`config.mk`:
```
export PLATFORM = sky130hd
export DESIGN_NAME = universal_shift_register
export DESIGN_NICKNAME = d
export VERILOG_FILES = /design/src/rtl/universal_shift_register.sv
export SDC_FILE = /design/constraint.sdc
export NUM_CORES = 1
export LEC_CHECK = 0
export ABC_AREA = 1
export BUFFER_PORTS_ARGS = -buffer_cell sky130_fd_sc_hd__buf_4
export CAP_MARGIN = 20
export CORE_MARGIN = 10
export CORE_UTILIZATION = 49
export DETAILED_ROUTE_END_ITERATION = 8
export HOLD_SLACK_MARGIN = 0.1
export PLACE_DENSITY_LB_ADDON = 0.08
export SLEW_MARGIN = 20
export SYNTH_ARGS = -nofsm -noshare
export SYNTH_HDL_FRONTEND = slang
export SYNTH_SLANG_ARGS = --single-unit
```
`constraint.sdc`:
```
create_clock -name clk -period 1.5 [get_ports clk]
set_input_delay 0.225 -clock clk [delete_from_list [all_inputs] [get_ports clk]]
set_output_delay 0.225 -clock clk [all_outputs]
set_load 0.01 [all_outputs]
```
`src/rtl/universal_shift_register.sv`:
```
// rtl/universal_shift_register.sv - parameterised universal shift register with load, shift/rotate and change flag
module universal_shift_register #(
    parameter int                 WIDTH       = 8,
    parameter logic [WIDTH-1:0]   RESET_VALUE = '0,
    parameter bit                 ROTATE      = 1'b0
) (
    input  logic             clk,
    input  logic             reset,
    input  logic             e,
    input  logic [1:0]       mode,
    input  logic [WIDTH-1:0] d,
    input  logic             sin_r,
    input  logic             sin_l,
    output logic [WIDTH-1:0] q,
    output logic             sout_r,
    output logic             sout_l,
    output logic             zero,
    output logic             changed
);

    localparam logic [1:0] MODE_HOLD  = 2'b00;
    localparam logic [1:0] MODE_RIGHT = 2'b01;
    localparam logic [1:0] MODE_LEFT  = 2'b10;
    localparam logic [1:0] MODE_LOAD  = 2'b11;

    logic [WIDTH-1:0] q_next;
    logic             fill_msb;
    logic             fill_lsb;

    // In rotate mode the bit falling off one end re-enters at the other.
    assign fill_msb = ROTATE ? q[0]       : sin_r;
    assign fill_lsb = ROTATE ? q[WIDTH-1] : sin_l;

    always_comb begin
        q_next = q;
        if (e) begin
            case (mode)
                MODE_HOLD:  q_next = q;
                MODE_RIGHT: q_next = {fill_msb, q[WIDTH-1:1]};
                MODE_LEFT:  q_next = {q[WIDTH-2:0], fill_lsb};
                MODE_LOAD:  q_next = d;
                default:    q_next = q;
            endcase
        end
    end

    always_ff @(posedge clk) begin
        if (reset) begin
            q       <= RESET_VALUE;
            changed <= 1'b0;
        end else begin
            q       <= q_next;
            changed <= (q_next != q);
        end
    end

    assign sout_r = q[0];
    assign sout_l = q[WIDTH-1];
    assign zero   = (q == '0);

endmodule

```
==> run summary, run 1 <==
The count of different cell masters after synthesis came out at 18. The number of gates resized after cts was 0; the overall power was 723.6 uW. After synthesis the cells add up to 814.5 um2. The worst-case headroom to the max-slew limit is 0.7780. The endpoint of the most critical register-to-register path is changed. On the final layout, the worst clock skew is 0.6193 ps. STA puts the critical path data required time at 1270 ps. The antenna diode count was 0; the peak per-stage delay on the critical path was 330 ps. The path with the worst hold slack has its endpoint at q[4]. The combined global-route utilization of all metal layers is 0.1229.

The number of buffers inserted for hold repair after clock tree synthesis was 0; the later-pin clock latency in the skew report was 250 ps. The maximum clock frequency was 0.7546 GHz. The tools report the area of the core as 1541 um2. Number of antenna violations at the first check in global routing: 0. Summed over all layers, the global routing overflow is 0. Traced cell by cell, the critical path runs through inv_1 -> nand4_1 -> nor2_1 -> buf_4.

Counting every sink on the clock net gives 9. In the synthesized netlist, the number of instances is 142. After routing the design area is 1003 um2.

The kind of launch point of the worst setup path is a register. Yosys printed 0 warnings. The final worst-path cycle share was 0.8835; the area of the die was 3693 um2. TritonCTS created 3 clock buffers. In this run the clock root is driven by a clkbuf_4. The placed standard-cell area was 977.2 um2; the vertical die dimension was 60.77 um. Input and output buffers added on the ports amount to 26.

The count of endpoints failing hold in the final timing report was 0; the layout overhead on the synthesized area was 23.19%. STA classifies the critical path endpoint as an output pin. Counting every net in the synthesized netlist gives 157. In the routed layout, each cell is associated on average with a via count of 5.082.

DRC violation total after the first TritonRoute iteration: 24. TritonCTS built the clock tree. Setup violations remaining at the end of the flow were counted as 0.

The smallest clock period supported by the final layout is computed as 1325 ps. For the worst setup path, the data arrival time is 1100 ps. The tools report the number of ports placed on the die boundary as 27.

For the pin with the worst max-slew slack, the measured transition is 331.8 ps. The top cell family by delay on the critical path is flip-flops. The run gives 51.62 ps as the worst setup slack before clock tree synthesis.

In the final routed layout, each cell accounts on average for 11.98 um. In this run the horizontal extent of the chip is 60.77 um. For the count of maximum capacitance violations, the log shows 0.

For this design the ratio of total power to cell area is 721.1 nW/um2. Before antenna repair, the detailed router went through 4 iterations. The tightest hold path in the finished design has a slack of 210.8 ps. The category of the most critical setup path was reg -> out. In this run the most critical hold path is launched from reset.

The per-instance average area after synthesis was 5.736 um2. The sequential fraction of the synthesis area was 0.2212. The buffers inserted during post-CTS setup optimization came out at 0. HPWL reported at the end of detailed placement: 1732 um. For flop-to-flop paths, the worst setup slack is 220 ps. For the leakage power figure, the log shows 0.5341 nW.

Adding up every negative setup slack in the final design gives 0 ps. The CTS H-tree depth is 1. The tools report the number of nets in the layout as 182. The initial standard-cell utilization of the core came out at 0.5284. The critical path starts at q[6]. No sink is reached through more buffers than the 2 on the longest clock path. The number of placed instances, taps included came out at 178. Entering global routing, the biggest net connects 18 pins. The run gives 2181 um as the final wirelength.

The number of buffers and inverters on the critical path is 2. The worst hold path was traced through 2 stages. The tools report the first-pass GRT wire length as 3739 um.

Of all nets on the critical path, the largest fanout is 4. The synthesized flop and latch total is 9. The tools report the total DRC errors in the routed layout as 0. Number of global-route vias before repair: 812. For the final standard cell count with taps included and fillers excluded, the log shows 182. The number of rows in the core area is 14, and the ratio of cells with drive above 1 in the final layout is 0.2651. Clock transition at the registers of the reported paths: 60 ps. Setup repair after global routing left no endpoint under its margin. The detail route stage leaves a number of antenna-violating nets equal to 0. The min-delay analysis places its worst path in the category in -> reg. For the total count of max-transition violations in the final report, the log shows 0.

For the worst flop-to-flop path, the logic depth is 11. Minimum setup slack in the final design: 174.7 ps. Highest-delay cell along the critical path: dfxtp_1. The flow ran to the end, and the final reports show no timing, DRC or antenna violations. The utilization after layout was 0.6510. The routed layout has 925 vias. IR analysis of the VDD net gives a maximum drop of 0.5343 mV. For the placer's final routability congestion estimate, the log shows 0.8123.

The tools report the launching point of the worst reg2reg path as q[7].
-- cell usage after synthesis --
| master | n | area (um2) |
|---|---|---|
| buf_6 | 3 | 33.78 |
| nand4_1 | 4 | 25.02 |
| nand3_2 | 3 | 30.03 |
| buf_1 | 1 | 3.750 |
| inv_1 | 18 | 67.56 |
| buf_4 | 3 | 22.52 |
| a211oi_1 | 1 | 7.510 |
| nor2_2 | 1 | 6.260 |
| inv_2 | 5 | 18.77 |
| dfxtp_1 | 9 | 180.2 |
| nor2_1 | 29 | 108.9 |
| nand2_1 | 29 | 108.9 |
| nand2_4 | 1 | 11.26 |
| inv_4 | 1 | 6.260 |
| o21ai_0 | 7 | 35.03 |
| nand3_1 | 24 | 120.1 |
| nand2_2 | 2 | 12.51 |
| o21ai_4 | 1 | 16.27 |
-- worst reg2reg max path, cell delays in order, from the launching register on --
cell and delay [ps]:
dfxtp_1 380, inv_1 100, nor2_1 110, nor2_1 50
nand2_2 80, inv_1 50, nand2_1 70, nand2_2 60
nor2_2 70, nand2_1 60, nor2_1 100, nor2_1 40
-- flip-flops by register name, indices dropped and copies added, names as in the netlist --
name and cells:
q 8, changed 1
-- worst max-delay path by stage --
stage | to | slack [ps] | cells past startpoint
3_5_place_dp | changed | 50 | 11
5_1_grt | changed | 40 | 11
4_1_cts | zero | 180 | 4
2_1_floorplan | changed | 240 | 10
6_report | zero | 170 | 4
3_3_place_gp | changed | 70 | 11
-- cells in the final DEF (no fill, tap or decap) --
master	count
o21ai_0	7
nand2_1	29
o21ai_4	1
clkbuf_4	3
nor2_1	29
buf_4	27
dfxtp_1	9
inv_1	18
nand2_2	2
nand3_1	24
nand4_1	4
nor2_2	1
nand3_2	3
nand2_4	1
inv_2	5
a211oi_1	1
inv_4	1
clkbuf_1	1
-- cell families after synthesis --
group                  Yosys count  synth area share
buffers and inverters           31            0.1874
and+or+nand+nor                 93            0.5192
AOI/OAI and AO/OA                9           0.07220
DFF                              9            0.2212
-- report_power, final --
group / switching, mW / internal, mW / leakage (nW) / total (mW)
Combinational: 0.149 / 0.114 / 0.445 / 0.263
Sequential: 0.0210 / 0.258 / 0.0745 / 0.279
Clock: 0.0789 / 0.102 / 0.0150 / 0.181
Total: 0.249 / 0.474 / 0.534 / 0.724
-- area by class of cell --
type                            count  area (um2)
Inverter                           24       92.59
Clock buffer                        4       26.28
Fill cell                         158       538.0
Timing Repair Buffer               27       202.7
Sequential cell                     9       180.2
Tap cell                           16       20.02
Multi-Input combinational cell    102       481.7
-- layer usage --
metal,up-vias,wire length (um),global-route usage
met2,34,950,0.1951
li1,490,-,-
met1,399,996,0.1593
met5,-,0,0
met4,0,9,0.02821
met3,2,224,0.03549
Power figures use the tool's default switching activity.
==> run 2, diff against run 1 <==
MAX_ROUTING_LAYER = met4   (was unset)
==> run 2 against run 1 <==
Net effect: hold slack improved by 1.5 ps; clock power about the same; highest routed layer unchanged; sequential share of layout area stayed put; largest cell class unchanged; clock skew up 0.51 ps; sequential power about the same; register-to-register slack barely moved; worst setup slack improved by 1.1 ps; power about the same; final area unchanged; core utilization did not move; die area stayed put.
==> run summary, run 2 (synthesis gave the netlist of run 1 again) <==
For the number of placed instances, taps included, the log shows 178. The worst hold slack across all endpoints is 212.3 ps. The clock root buffer master is clkbuf_4.

The logs give 1.125 ps for the largest clock skew in the final design and 158 for the number of inserted filler cells in the final layout. The CTS H-tree depth is 1. Category of the most critical setup path: reg -> out.

Clock-pin slew was measured on the worst setup and hold paths at 60 ps. The run gives 812 as the number of global-route vias before repair. The first global-routing pass estimated 3746 um of wire.

At the pin with the least slew margin, the transition time is 332.2 ps. The tools report the number of clock sinks as 9. Summed over all nets, the half-perimeter wirelength after detailed placement is 1732 um. In this design, the stage delay of the slowest critical-path cell is 330 ps.

Input and output buffers added on the ports amount to 26. The largest registers in the layout are q: 8 flops, changed: 1 flops. For the maximum clock frequency, the log shows 0.7552 GHz.

The nature of the critical path endpoint is an output pin. For this design, the slowest cell found on the critical path is dfxtp_1. The routed layout has 926 vias.

The run gives 0.1616 as the global-route track usage on met1. Setup repair after global routing left no endpoint under its margin. The tools report the kind of launch point of the worst setup path as a register.

The number of gates resized after cts is 0, and the via count normalized by instance count is 5.088. The signal on the critical path passes through inv_1 -> nand4_1 -> nor2_1 -> buf_4. The power density relative to cell area came out at 720.5 nW/um2. The layout overhead on the synthesized area came out at 23.19%. The worst IR drop on VDD was 0.5319 mV. The min-delay analysis places its worst path in the category in -> reg. The tools report the final sum of negative setup slack as 0 ps.

The tool flagged a number of max-cap violations equal to 0. Counting flops per register, the top entry is q. The logs give 250 ps for the later-pin clock latency in the skew report and 14 for the number of rows in the core area. The run gives 0.1265 as the combined global-route utilization of all metal layers.

Ratio of cells with drive above 1 in the final layout: 0.2651. The worst path required time was 1270 ps. For the count of endpoints failing hold in the final timing report, the log shows 0. In this run the remaining antenna-violating nets after routing total 0. The initial standard-cell utilization of the core is 0.5284, and the final wirelength is 2179 um. The maximum buffer depth of the clock tree is 2.

For this run, design rule violations remaining after detail routing come to 0. The DRC violation total after the first TritonRoute iteration was 27; the detailed-routing iteration count for the pre-antenna-repair pass was 4. The run gives 175.8 ps as the minimum setup slack in the final design. Counting both buffers and inverters, the worst setup path holds a total of 2. The vertical die dimension was 60.77 um; the die extent in x was 60.77 um.

Once the clock tree was built, the setup fixing pass inserted 0 buffers. The top cell family by delay on the critical path was flip-flops. TritonCTS built the clock tree.

The die covers 3693 um2. The leakage power figure came out at 0.5341 nW. The number of buffers inserted for hold repair after clock tree synthesis was 0. Arrival time reported for the critical path endpoint: 1100 ps.

Busiest layer in global routing: met2. The maximum number of pins on one net before global-route repair came out at 18. The final worst-path cycle share works out to 0.8828. The number of clock buffers added by TritonCTS is 3.

Total congestion overflow after global routing: 0. The met3 layer usage reported by global route was 0.03132. The register with the most flip-flops in the layout has 8 of them. The run finished with clean final reports. Setup violations remaining at the end of the flow were counted as 0. At the placement stage, the worst setup path has a slack of 51.62 ps. The total count of max-transition violations in the final report was 0. The worst-case headroom to the max-slew limit came out at 0.7777. The congestion estimate from routability-driven global placement came to 0.8242.

The final standard cell count with taps included and fillers excluded is 182. The area of the core is 1541 um2, and the wire length per cell is 11.97 um. Counting I/O delays and the setup requirement, the final critical path takes 1324 ps.

The repair_antennas step left the layout with diodes totalling 0. In this run the count of I/O pins placed on the die edge is 27. Leaving out fill and tap cells, the most frequent cells in the layout are nor2_1 (29), nand2_1 (29), buf_4 (27). Highest net fanout along the worst path: 4.

For the number of nets in the layout, the log shows 182. For the global-route met2 utilization, the log shows 0.1951. The number of antenna violations at the first check in global routing came out at 0.
## run 2: cell counts in the layout (fill, tap and decap cells not counted)
No cell type changed its count.
## run 2: metal layers
| metal | up-vias | part of all wire |
|---|---|---|
| met4 | 0 | 0.0046 |
| met1 | 402 | 0.46 |
| met5 | - | 0 |
| li1 | 490 | - |
| met2 | 32 | 0.44 |
| met3 | 2 | 0.095 |
## run 2: final timing paths
kind / startpoint / to / slack [ps] / depth (start not counted)
setup / recovery: q[6] / zero / 180 / 4
hold / removal: reset / q[4] / 210 / 2
setup reg to reg: q[7] / changed / 220 / 11
hold reg to reg: q[7] / q[7] / 590 / 2
## run 2: final cells by class
cell class	instances	area, um2	area share
Multi-Input combinational cell	102	481.7	0.4801
Timing Repair Buffer	27	202.7	0.2020
Sequential cell	9	180.2	0.1796
Inverter	24	92.59	0.09227
Clock buffer	4	26.28	0.02618
Tap cell	16	20.02	0.01995
## run 2: metrics by stage
| stage | instance area (um2) | util | total power [mW] |
|---|---|---|---|
| floorplan | 814.5 | - | 0.4566 |
| global placement | 977.2 | 0.6339 | 0.5429 |
| detailed placement | 977.2 | 0.6339 | 0.5465 |
| CTS | 1003 | 0.6510 | 0.7316 |
| global route | 1003 | 0.6510 | 0.7758 |
| finish | 1003 | 0.6510 | 0.7230 |
## run 2: where the power goes
part	internal (mW)	switching (mW)	total [mW]	leakage (nW)
clock	0.102	0.0785	0.181	0.0150
combinational	0.114	0.149	0.263	0.445
sequential	0.258	0.0210	0.279	0.0745
==> run 3, diff against run 2 <==
CORE_UTILIZATION = 35   (was 49)
==> run 3 against run 2 <==
Net effect: sequential share of layout area is 0.39 points lower; flip-flop and latch count stayed put; register-to-register slack hardly changed; power is 2.2% higher; worst setup slack worse by 4.2 ps; highest routed layer unchanged; die area is 26% higher; non-clock buffer count is 1 higher; via count is 0.76% lower; first-iteration DRC count is 110% higher; critical endpoint unchanged; global-route usage is 1.9 points lower.
==> run summary, run 3 (synthesis gave the netlist of run 1 again) <==
Clock root buffer master: clkbuf_4. The number of buffers added on ports is 26. Initial standard-cell utilization of the core: 0.3682. The number of global-route vias before repair came out at 879. The worst IR drop on VDD was 0.4579 mV; the die extent in x was 68.24 um. The final worst-path cycle share is 0.8856, and the flip-flop count of the largest register, all copies and words added is 8. The final wirelength came out at 2297 um. For this run, the detailed router's first-pass iteration total came to 4. For the number of nets in the layout, the log shows 183.

The count of antenna-violating nets left after detailed routing was 0. The count of endpoints failing hold in the final timing report was 0; the clock transition at the registers of the reported paths was 70 ps. Timing would allow up to 0.7528 GHz. The startpoint identified for the worst hold timing path is reset.

In this run the critical register-to-register path is launched from q[7]. The area growth from synthesis to layout is 25.96%. For the utilization after layout, the log shows 0.4638. Entering global routing, the biggest net connects 18 pins. Setup violations remaining at the end of the flow were counted as 0.

Nature of the critical path endpoint: an output pin. For the number of buffers inserted during clock tree synthesis, the log shows 3. The tools report the worst-case headroom to the max-slew limit as 0.7832.

Pin placement for this block handled 27 I/O pins. No sink is reached through more buffers than the 2 on the longest clock path. The path class of the tightest hold or removal check is in -> reg.

OpenSTA, run right after detailed placement, puts the worst setup slack at 56.85 ps. Leaving out fill and tap cells, the most frequent cells in the layout are nor2_1 (29), nand2_1 (29), buf_4 (28). The worst hold path passes through 2 cells. The slack of the worst reg-to-reg path was 210 ps. Of all nets on the critical path, the largest fanout is 4. The combined global-route utilization of all metal layers is 0.1072, and the number of gates resized after cts is 0. The first routing iteration left 57 violations.

The flow ran to the end, and the final reports show no timing, DRC or antenna violations. Total count of max-transition violations in the final report: 0. The tools report the CTS H-tree depth as 1.

For the arrival time reported for the critical path endpoint, the log shows 1100 ps. The tools report the area of the core as 2212 um2. Adding up every negative setup slack in the final design gives 0 ps. Register with the highest flop count: q. For the leakage power figure, the log shows 0.5390 nW. For the worst-skew pair, the clock arrives at the later sink with an insertion delay of 270 ps.

After detailed routing, the number of vias per cell comes to 4.713. The largest registers in the layout are q: 8 flops, changed: 1 flops. The worst path needs 1328 ps of the cycle, external delays included.

The tools report the buffers inserted during post-CTS setup optimization as 0. The number of buffers inserted for hold repair after clock tree synthesis was 0; the count of vias placed by the detailed router was 919. Row generation in the floorplan step produced 17 rows.

The first global-routing pass estimated 3822 um of wire. For hold timing, the worst endpoint is q[0]. TritonCTS built the clock tree. In this run the critical register-to-register path is captured at changed. The tool flagged a number of max-cap violations equal to 0. The die covers 4657 um2. The cell depth of the worst flop-to-flop path works out to 11. The die is 68.24 um tall.

The critical path is of the reg -> out type. The kind of launch point of the worst setup path is a register. The ratio of cells with drive above 1 in the final layout was 0.2695. The run gives 3.420 ps as the largest clock skew in the final design. After detailed routing, the average wire length per cell comes to 11.78 um.

The antenna diode count is 0, and the HPWL reported at the end of detailed placement is 1795 um. The actual slew at the worst max-slew pin came out at 324.0 ps. The number of antenna violations at the first check in global routing was 0. Setup slack on the critical path of the routed design comes to 171.6 ps. The total overflow left after global routing is 0. For this run, design rule violations remaining after detail routing come to 0. After layout, the design draws a total of 739.1 uW. Setup repair after global routing left no endpoint under its margin. The number of clock sinks was 9. At the worst endpoint, the required time is 1270 ps. The congestion estimate from routability-driven global placement came to 0.8438. For this design the ratio of total power to cell area is 720.4 nW/um2.
## run 3: final cells by class
cell class,count,area (um2)
Inverter,24,92.59
Sequential cell,9,180.2
Fill cell,253,1186
Timing Repair Buffer,28,210.2
Tap cell,28,35.03
Clock buffer,4,26.28
Multi-Input combinational cell,102,481.7
## run 3: worst max-delay path, stage by stage (launching register included)
cell and delay, ps:
dfxtp_1 340, inv_1 130, nand4_1 130, nor2_1 110, buf_4 130
## run 3: how the worst max path moves through the flow
stage | start | to | cells past startpoint | slack, ps
6_report | q[6] | zero | 4 | 170
3_3_place_gp | mode[0] | changed | 11 | 50
4_1_cts | q[6] | zero | 4 | 160
5_1_grt | q[7] | changed | 11 | 20
2_1_floorplan | mode[1] | changed | 10 | 240
3_5_place_dp | mode[0] | changed | 11 | 60
## run 3: stage by stage
stage | cells | instance area (um2) | hold slack, ps
after global routing | 195 | 1026 | 205.9
after CTS | 195 | 1026 | 192.8
after detailed placement | 191 | 999.7 | 480.8
after floorplan | 142 | 814.5 | 453.5
after global placement | 191 | 999.7 | 481.4
final | 195 | 1026 | 196.6
## run 3: per-layer routing
metal | up-vias | wire length, um | global-route usage
met4 | 0 | 33 | 0.04271
li1 | 493 | - | -
met1 | 392 | 1091 | 0.1306
met5 | - | 0 | -
met3 | 4 | 192 | 0.03752
met2 | 30 | 980 | 0.1570
## run 3: where the power goes
group	internal, mW	switching [mW]
clock network	0.103	0.0932
registers	0.258	0.0215
logic	0.116	0.148
